--- config.mk ---
export PLATFORM = sky130hd
export DESIGN_NAME = sa_sequencer_flat
export DESIGN_NICKNAME = d
export VERILOG_FILES = /design/src/rtl/sa_sequencer_pkg.sv /design/src/rtl/sa_sequencer_if.sv /design/src/rtl/sa_result_buf.sv /design/src/rtl/sa_sequencer.sv /design/src/flat_wrapper.sv
export SDC_FILE = /design/constraint.sdc
export NUM_CORES = 1
export LEC_CHECK = 0
export CORE_MARGIN = 5
export CORE_UTILIZATION = 45
export DETAILED_ROUTE_END_ITERATION = 16
export HOLD_SLACK_MARGIN = 0.06
export PLACE_DENSITY = 0.62
export SYNTH_ARGS = -nofsm -noshare
export SYNTH_HDL_FRONTEND = slang
export SYNTH_SLANG_ARGS = --single-unit
--- constraint.sdc ---
create_clock -name clk -period 3.81 [get_ports clk]
set_input_delay 0.762 -clock clk [delete_from_list [all_inputs] [get_ports clk]]
set_output_delay 0.762 -clock clk [all_outputs]
set_load 0.02 [all_outputs]
--- src/rtl/sa_sequencer_pkg.sv ---
// Shared constants and FSM state encoding for the systolic-array sequencer.
package sa_sequencer_pkg;

  localparam int DEF_BITWIDTH = 4;
  localparam int DEF_OUTWIDTH = 2 * DEF_BITWIDTH;
  localparam int NUM_ELEM     = 16;
  localparam int NUM_GROUPS   = 2;

  typedef logic [2:0] state_t;

  localparam state_t ST_IDLE     = 3'd0;
  localparam state_t ST_COLLECT  = 3'd1;
  localparam state_t ST_BURST_W  = 3'd2;
  localparam state_t ST_BURST_I  = 3'd3;
  localparam state_t ST_WAIT_CMP = 3'd4;
  localparam state_t ST_STORE    = 3'd5;
  localparam state_t ST_DRAIN    = 3'd6;

endpackage

--- src/rtl/sa_sequencer_if.sv ---
// Host-side element and result streams of the sequencer.
interface sa_sequencer_if
  import sa_sequencer_pkg::*;
#(
  parameter int BITWIDTH = DEF_BITWIDTH,
  parameter int OUTWIDTH = DEF_OUTWIDTH
);
  logic                in_valid;
  logic                in_ready;
  logic [BITWIDTH-1:0] in_data;
  logic                out_valid;
  logic                out_ready;
  logic [OUTWIDTH-1:0] out_data;
  logic                out_last;

  modport master (
    output in_valid, in_data, out_ready,
    input  in_ready, out_valid, out_data, out_last
  );

  modport slave (
    input  in_valid, in_data, out_ready,
    output in_ready, out_valid, out_data, out_last
  );
endinterface

--- src/rtl/sa_result_buf.sv ---
// Result register file: one write port, one combinational read port.
module sa_result_buf #(
  parameter int OUTWIDTH = 8,
  parameter int DEPTH    = 16,
  parameter int IDX_W    = $clog2(DEPTH)
) (
  input  logic                clk,
  input  logic                wr_en,
  input  logic [IDX_W-1:0]    wr_idx,
  input  logic [OUTWIDTH-1:0] wr_data,
  input  logic [IDX_W-1:0]    rd_idx,
  output logic [OUTWIDTH-1:0] rd_data
);

  logic [OUTWIDTH-1:0] mem [DEPTH];

  always_ff @(posedge clk) begin
    if (wr_en) mem[wr_idx] <= wr_data;
  end

  assign rd_data = mem[rd_idx];

endmodule

--- src/rtl/sa_sequencer.sv ---
// Collects 16 weights + 16 inputs, bursts them into the array, gathers the
// 16 results and streams them back to the host.
module sa_sequencer
  import sa_sequencer_pkg::*;
#(
  parameter int BITWIDTH = DEF_BITWIDTH,
  parameter int OUTWIDTH = 2 * BITWIDTH,
  parameter int TIMEOUT  = 64
) (
  input  logic                clk,
  input  logic                reset_n,
  sa_sequencer_if.slave       host,
  output logic                busy,
  output logic                timeout_err,
  output logic [BITWIDTH-1:0] sa_data_in,
  output logic                sa_load_weights,
  output logic                sa_load_inputs,
  output logic                sa_store_outputs,
  input  logic [OUTWIDTH-1:0] sa_results,
  input  logic                sa_valid_out
);

  localparam int BUF_DEPTH  = NUM_ELEM * NUM_GROUPS;
  localparam int IDX_W      = $clog2(BUF_DEPTH);
  localparam int EIDX_W     = $clog2(NUM_ELEM);
  localparam int CNT_W      = (TIMEOUT > 32) ? $clog2(TIMEOUT) : 6;

  state_t              state, state_nxt;
  logic [IDX_W-1:0]    wr_idx, wr_idx_nxt;
  logic [CNT_W-1:0]    cnt, cnt_nxt;
  logic [EIDX_W-1:0]   drain_idx, drain_nxt;
  logic                in_ready_r, in_ready_nxt;
  logic                busy_r, busy_nxt;
  logic                terr_r, terr_nxt;
  logic                ldw_r, ldw_nxt;
  logic                ldi_r, ldi_nxt;
  logic                st_r, st_nxt;
  logic [BITWIDTH-1:0] sa_data_r, sa_data_nxt;
  logic                out_valid_r, out_valid_nxt;
  logic                out_last_r, out_last_nxt;
  logic [OUTWIDTH-1:0] out_data_r;

  logic [BITWIDTH-1:0] elem_buf [BUF_DEPTH];
  logic                buf_we, res_we, out_load, accept;
  logic [EIDX_W-1:0]   res_widx, rd_idx;
  logic [OUTWIDTH-1:0] rd_data;

  assign accept   = host.in_valid && in_ready_r;
  // Slot k is captured at the end of store cycle k+1; cnt=16 wraps to slot 15.
  assign res_widx = cnt[EIDX_W-1:0] - EIDX_W'(1);
  assign rd_idx   = (state == ST_DRAIN) ? drain_idx + EIDX_W'(1) : '0;

  always_comb begin
    state_nxt     = state;
    wr_idx_nxt    = wr_idx;
    cnt_nxt       = cnt;
    drain_nxt     = drain_idx;
    in_ready_nxt  = in_ready_r;
    busy_nxt      = busy_r;
    terr_nxt      = terr_r;
    ldw_nxt       = ldw_r;
    ldi_nxt       = ldi_r;
    st_nxt        = st_r;
    sa_data_nxt   = sa_data_r;
    out_valid_nxt = out_valid_r;
    out_last_nxt  = out_last_r;
    buf_we        = 1'b0;
    res_we        = 1'b0;
    out_load      = 1'b0;

    case (state)
      ST_IDLE, ST_COLLECT: begin
        if (accept) begin
          buf_we     = 1'b1;
          wr_idx_nxt = wr_idx + IDX_W'(1);
          terr_nxt   = 1'b0;
          busy_nxt   = 1'b1;
          state_nxt  = ST_COLLECT;
          if (wr_idx == IDX_W'(BUF_DEPTH - 1)) begin
            state_nxt    = ST_BURST_W;
            wr_idx_nxt   = '0;
            in_ready_nxt = 1'b0;
            ldw_nxt      = 1'b1;
            sa_data_nxt  = elem_buf[0];
            cnt_nxt      = '0;
          end
        end
      end

      // Data for cycle k+1 is fetched at the end of cycle k so the array
      // sees one element per cycle with no bubble between the two bursts.
      ST_BURST_W: begin
        if (cnt == CNT_W'(NUM_ELEM - 1)) begin
          state_nxt   = ST_BURST_I;
          ldw_nxt     = 1'b0;
          ldi_nxt     = 1'b1;
          sa_data_nxt = elem_buf[NUM_ELEM];
          cnt_nxt     = '0;
        end else begin
          sa_data_nxt = elem_buf[{1'b0, cnt[EIDX_W-1:0] + EIDX_W'(1)}];
          cnt_nxt     = cnt + CNT_W'(1);
        end
      end

      ST_BURST_I: begin
        if (cnt == CNT_W'(NUM_ELEM - 1)) begin
          state_nxt   = ST_WAIT_CMP;
          ldi_nxt     = 1'b0;
          sa_data_nxt = '0;
          cnt_nxt     = '0;
        end else begin
          sa_data_nxt = elem_buf[{1'b1, cnt[EIDX_W-1:0] + EIDX_W'(1)}];
          cnt_nxt     = cnt + CNT_W'(1);
        end
      end

      ST_WAIT_CMP: begin
        if (sa_valid_out) begin
          state_nxt = ST_STORE;
          st_nxt    = 1'b1;
          cnt_nxt   = '0;
        end else if (cnt == CNT_W'(TIMEOUT - 1)) begin
          state_nxt    = ST_IDLE;
          terr_nxt     = 1'b1;
          busy_nxt     = 1'b0;
          in_ready_nxt = 1'b1;
          cnt_nxt      = '0;
        end else begin
          cnt_nxt = cnt + CNT_W'(1);
        end
      end

      ST_STORE: begin
        res_we = (cnt != '0);
        if (cnt == CNT_W'(NUM_ELEM - 1)) st_nxt = 1'b0;
        if (cnt == CNT_W'(NUM_ELEM)) begin
          state_nxt     = ST_DRAIN;
          out_valid_nxt = 1'b1;
          out_last_nxt  = 1'b0;
          out_load      = 1'b1;
          drain_nxt     = '0;
          cnt_nxt       = '0;
        end else begin
          cnt_nxt = cnt + CNT_W'(1);
        end
      end

      ST_DRAIN: begin
        if (host.out_ready) begin
          if (drain_idx == EIDX_W'(NUM_ELEM - 1)) begin
            state_nxt     = ST_IDLE;
            out_valid_nxt = 1'b0;
            out_last_nxt  = 1'b0;
            busy_nxt      = 1'b0;
            in_ready_nxt  = 1'b1;
            drain_nxt     = '0;
          end else begin
            drain_nxt    = drain_idx + EIDX_W'(1);
            out_load     = 1'b1;
            out_last_nxt = (drain_idx + EIDX_W'(1)) == EIDX_W'(NUM_ELEM - 1);
          end
        end
      end

      default: state_nxt = ST_IDLE;
    endcase
  end

  always_ff @(posedge clk or negedge reset_n) begin
    if (!reset_n) begin
      state       <= ST_IDLE;
      wr_idx      <= '0;
      cnt         <= '0;
      drain_idx   <= '0;
      in_ready_r  <= 1'b1;
      busy_r      <= 1'b0;
      terr_r      <= 1'b0;
      ldw_r       <= 1'b0;
      ldi_r       <= 1'b0;
      st_r        <= 1'b0;
      sa_data_r   <= '0;
      out_valid_r <= 1'b0;
      out_last_r  <= 1'b0;
    end else begin
      state       <= state_nxt;
      wr_idx      <= wr_idx_nxt;
      cnt         <= cnt_nxt;
      drain_idx   <= drain_nxt;
      in_ready_r  <= in_ready_nxt;
      busy_r      <= busy_nxt;
      terr_r      <= terr_nxt;
      ldw_r       <= ldw_nxt;
      ldi_r       <= ldi_nxt;
      st_r        <= st_nxt;
      sa_data_r   <= sa_data_nxt;
      out_valid_r <= out_valid_nxt;
      out_last_r  <= out_last_nxt;
    end
  end

  always_ff @(posedge clk) begin
    if (buf_we) elem_buf[wr_idx] <= host.in_data;
    if (out_load) out_data_r <= rd_data;
  end

  sa_result_buf #(
    .OUTWIDTH (OUTWIDTH),
    .DEPTH    (NUM_ELEM),
    .IDX_W    (EIDX_W)
  ) u_result_buf (
    .clk     (clk),
    .wr_en   (res_we),
    .wr_idx  (res_widx),
    .wr_data (sa_results),
    .rd_idx  (rd_idx),
    .rd_data (rd_data)
  );

  assign host.in_ready    = in_ready_r;
  assign host.out_valid   = out_valid_r;
  assign host.out_last    = out_last_r;
  assign host.out_data    = out_data_r;
  assign busy             = busy_r;
  assign timeout_err      = terr_r;
  assign sa_data_in       = sa_data_r;
  assign sa_load_weights  = ldw_r;
  assign sa_load_inputs   = ldi_r;
  assign sa_store_outputs = st_r;

endmodule

--- src/flat_wrapper.sv ---
// flat-port wrapper written by rule: the top's interface ports become plain ports
module sa_sequencer_flat import sa_sequencer_pkg::*;
#(
  parameter int BITWIDTH = DEF_BITWIDTH,
  parameter int OUTWIDTH = 2 * BITWIDTH,
  parameter int TIMEOUT  = 64
)
  (clk, reset_n, busy, timeout_err, sa_data_in, sa_load_weights, sa_load_inputs, sa_store_outputs, sa_results, sa_valid_out, host_in_valid, host_in_data, host_out_ready, host_in_ready, host_out_valid, host_out_data, host_out_last);
  sa_sequencer_if #(.BITWIDTH(BITWIDTH), .OUTWIDTH(OUTWIDTH)) host_i ();
  input  logic clk;
  input  logic reset_n;
  output logic busy;
  output logic timeout_err;
  output logic [BITWIDTH-1:0] sa_data_in;
  output logic sa_load_weights;
  output logic sa_load_inputs;
  output logic sa_store_outputs;
  input  logic [OUTWIDTH-1:0] sa_results;
  input  logic sa_valid_out;
  input wire logic [$bits(host_i.in_valid)-1:0] host_in_valid;
  input wire logic [$bits(host_i.in_data)-1:0] host_in_data;
  input wire logic [$bits(host_i.out_ready)-1:0] host_out_ready;
  output wire logic [$bits(host_i.in_ready)-1:0] host_in_ready;
  output wire logic [$bits(host_i.out_valid)-1:0] host_out_valid;
  output wire logic [$bits(host_i.out_data)-1:0] host_out_data;
  output wire logic [$bits(host_i.out_last)-1:0] host_out_last;
  assign host_i.in_valid = host_in_valid;
  assign host_i.in_data = host_in_data;
  assign host_i.out_ready = host_out_ready;
  assign host_in_ready = host_i.in_ready;
  assign host_out_valid = host_i.out_valid;
  assign host_out_data = host_i.out_data;
  assign host_out_last = host_i.out_last;
  sa_sequencer #(.BITWIDTH(BITWIDTH), .OUTWIDTH(OUTWIDTH), .TIMEOUT(TIMEOUT)) u_core (.clk(clk), .reset_n(reset_n), .host(host_i), .busy(busy), .timeout_err(timeout_err), .sa_data_in(sa_data_in), .sa_load_weights(sa_load_weights), .sa_load_inputs(sa_load_inputs), .sa_store_outputs(sa_store_outputs), .sa_results(sa_results), .sa_valid_out(sa_valid_out));
endmodule
==> results.txt <==
status = complete, no violations
Area contributors post-synth = edfxtp_1 63%, dfrtp_1 5.8%, mux4_2 5.0%
peak supply drop = 0.000371 V
largest net degree at the start of global routing = 37
Worst EP arrival = 3150 ps
die height = 177 um
post_cts resized = 0
Comb pwr share = 0.296
Antenna diodes = 0
crit path time final = 2760 ps
vias in the first global route = 7,222
Routed wire per std cell = 20.8 um
final hold violation count = 0
Yosys cell types = 60
Final Max Tran Viols = 0
Post-Syn Nets = 868
most used cells in the layout excluding fill and tap cells = 264 x edfxtp_1, 69 x nor2_1, 65 x nand2_1
Switching Share = 0.312
flops & latches, synth = 294
Post-synth EDFFs = 264
commonest non-fill, non-tap cell in the layout = edfxtp_1
initial DRC count = 485
Remaining DRCs = 0
worst hold path type = reg2reg
Hold Startpoint = u_core.host.out_last$_DFFE_PN0P_
critical path launch point = u_core.state[2]$_DFFE_PN0P_
Initial Util = 0.453
Fillers = 2,299
Total GRT Usage = 0.173
Syn Inst Count = 838
Tot Pwr = 9740 uW
cell area after synthesis = 12,500 um2
PortBufs = 36
Top-Level Pins = 37
synth warn = 0
reg-to-reg critical path startpoint = u_core.state[2]$_DFFE_PN0P_
Final setup viols = 0
part of the cycle the worst path needs = 0.726
cell row count = 61
WP data required = 4200 ps
GP Congestion = 0.776
Synth area leader = edfxtp_1
clk buf depth = 3
Setup Skew = 24.9 ps
Post-synth top flop = edfxtp_1
post-DR vias/cell = 5.52
Power per Cell Area = 675 nW/um2
final net count = 927
Hold-fix buffers, CTS = 0
worst skew pair latency = 550 ps
crit path cell chain = and3b_1 > nand2_2 > buf_4 > mux2i_1 > mux4_2 > a21oi_1
drt pass-1 iters = 5
CTS buffer count = 29
Synth top area share = 0.633
Setup Fix Bufs, Post-CTS = 0
setup slack after layout = 1050 ps
setup TNS = 0 ps
vias post-DR = 7,164
Die X-Extent = 177 um
first-pass GRT wire length = 42.2 mm
register area share after synthesis = 0.693
initial antenna violation count = 0
DP HPWL = 17.6 mm
power share of the sequential group = 0.400
Least-Margin Pin Slew = 753 ps
CTS tree = yes
antenna viol nets, final = 0
CP startpoint kind = register
internal power = 6710 uW
clock network fraction of design power = 0.304
relative slew slack = 0.498
CP max-delay cell = dfrtp_1
layout cell share with drive strength beyond 1 = 0.133
CP peak stage delay = 690 ps
unrepaired setup endpoints after global routing = no
Syn-to-layout area delta = 15.2%
CP top delay family = simple AND/OR/NAND/NOR gates
Max Freq = 0.362 GHz
clock transition at the registers of the reported paths = 60 ps
r2r setup slk = 1050 ps
sw power = 3040 uW
Placement Setup Slack = 981 ps
root buffer cell = clkbuf_16
Buf/Inv on CP = 1
drt total wl = 27.0 mm
synthesized area per cell = 14.9 um2
Synth async-reset ratio = 0.102
final core utilization = 0.522
core footprint = 27,600 um2
critical path peak fanout = 22
CP endpoint kind = register
Die ar. = 31,300 um2
CTS H-tree depth = 1
Max Cap Viol = 0
Pleak = 0.00498 uW
clk sinks = 294
Crit Path Class = reg2reg
total grt overflow = 0
-- synth_stat cells, types with 2 or more instances --
| cell type | instances |
|---|---|
| a221oi_1 | 8 |
| buf_2 | 16 |
| mux2_2 | 6 |
| or3_1 | 10 |
| nand4bb_1 | 2 |
| ha_1 | 13 |
| o31ai_1 | 4 |
| nor3_1 | 22 |
| nor2b_1 | 15 |
| and3b_1 | 2 |
| or3b_2 | 2 |
| nand2b_1 | 4 |
| mux2i_1 | 62 |
| xor2_1 | 2 |
| nand2_1 | 65 |
| inv_1 | 10 |
| o21ai_0 | 42 |
| buf_1 | 2 |
| a32oi_1 | 17 |
| nor2_1 | 69 |
| a311oi_1 | 4 |
| nand3_1 | 11 |
| clkinv_1 | 2 |
| a22o_1 | 4 |
| buf_4 | 4 |
| nor4_1 | 2 |
| o2111ai_1 | 2 |
| edfxtp_1 | 264 |
| o211ai_1 | 3 |
| dfrtp_1 | 29 |
| buf_6 | 2 |
| o22ai_1 | 12 |
| a21oi_1 | 22 |
| xnor2_1 | 3 |
| nand3b_1 | 4 |
| a31oi_1 | 4 |
| clkbuf_1 | 20 |
| mux4_2 | 28 |
| a21o_1 | 9 |
| and3_1 | 8 |
| a211oi_1 | 9 |
-- flip-flops by register name, summed over array words and instances (netlist names), 3 cells and up --
name,cells
u_core.cnt,6
u_core.sa_data_in,4
u_core.elem_buf,128
u_core.u_result_buf.mem,128
u_core.state,3
u_core.wr_idx,5
u_core.drain_idx,4
u_core.host.out_data,8
-- kinds of logic after synthesis --
logic type / share of synthesized area
flip-flops: 0.693
AND/OR/NAND/NOR: 0.0844
AO/OA/AOI/OAI: 0.0782
multiplexers: 0.105
buffers and inverters: 0.0212
adder cells (fa/ha/maj): 0.0130
XOR/XNOR: 0.00480
-- power groups by stage --
stage | registers (uW) | clock network (uW) | logic (uW)
after detailed placement | 3960 | 0 | 2860
after global routing | 3930 | 3150 | 3130
final | 3900 | 2960 | 2880
after floorplan | 3900 | 0 | 2070
after CTS | 3900 | 3030 | 2870
after global placement | 3960 | 0 | 2850
-- worst register-to-register path, stage by stage, from the launching register on --
cell     delay [ps]
dfrtp_1         690
and3b_1         370
nand2_2         410
buf_4           330
mux2i_1         120
mux4_2          510
a21oi_1         170
-- worst paths after layout --
check / end / cells past startpoint
worst max-delay path: u_core.host.out_data[0]$_DFFE_PP_ / 6
worst min-delay path: u_core.host.out_last$_DFFE_PN0P_ / 2
worst max register to register: u_core.host.out_data[0]$_DFFE_PP_ / 6
worst min register to register: u_core.host.out_last$_DFFE_PN0P_ / 2
max in group asynchronous: u_core.cnt[0]$_DFFE_PN0P_ / 2
min in group asynchronous: u_core.wr_idx[1]$_DFFE_PN0P_ / 2
-- through the flow --
stage / instances / hold WS (ps) / area (um2)
2_1_floorplan: 838 / 466 / 12500
3_3_place_gp: 1244 / 462 / 13400
3_5_place_dp: 1244 / 467 / 13400
4_1_cts: 1297 / 482 / 14400
5_1_grt: 1297 / 493 / 14400
6_report: 1297 / 474 / 14400
-- area by class of cell --
class                   count  area [um2]  area share
clock buffers              32         737      0.0511
repair buffers             73         638      0.0442
well taps                 378         473      0.0328
inverters                  12        45.0     0.00312
flip-flops and latches    294        8680       0.602
multi-input cells         487        3590       0.249
clock inverters            21         260      0.0180
-- layer usage --
layer / routed length [um] / global-route usage / vias to the layer above
met5: 0 / 0 / -
li1: - / - / 3368
met3: 1740 / 0.0291 / 29
met4: 344 / 0.0338 / 0
met1: 12700 / 0.263 / 3556
met2: 12200 / 0.268 / 211
Note: power is estimated with default switching activity, not from simulation.
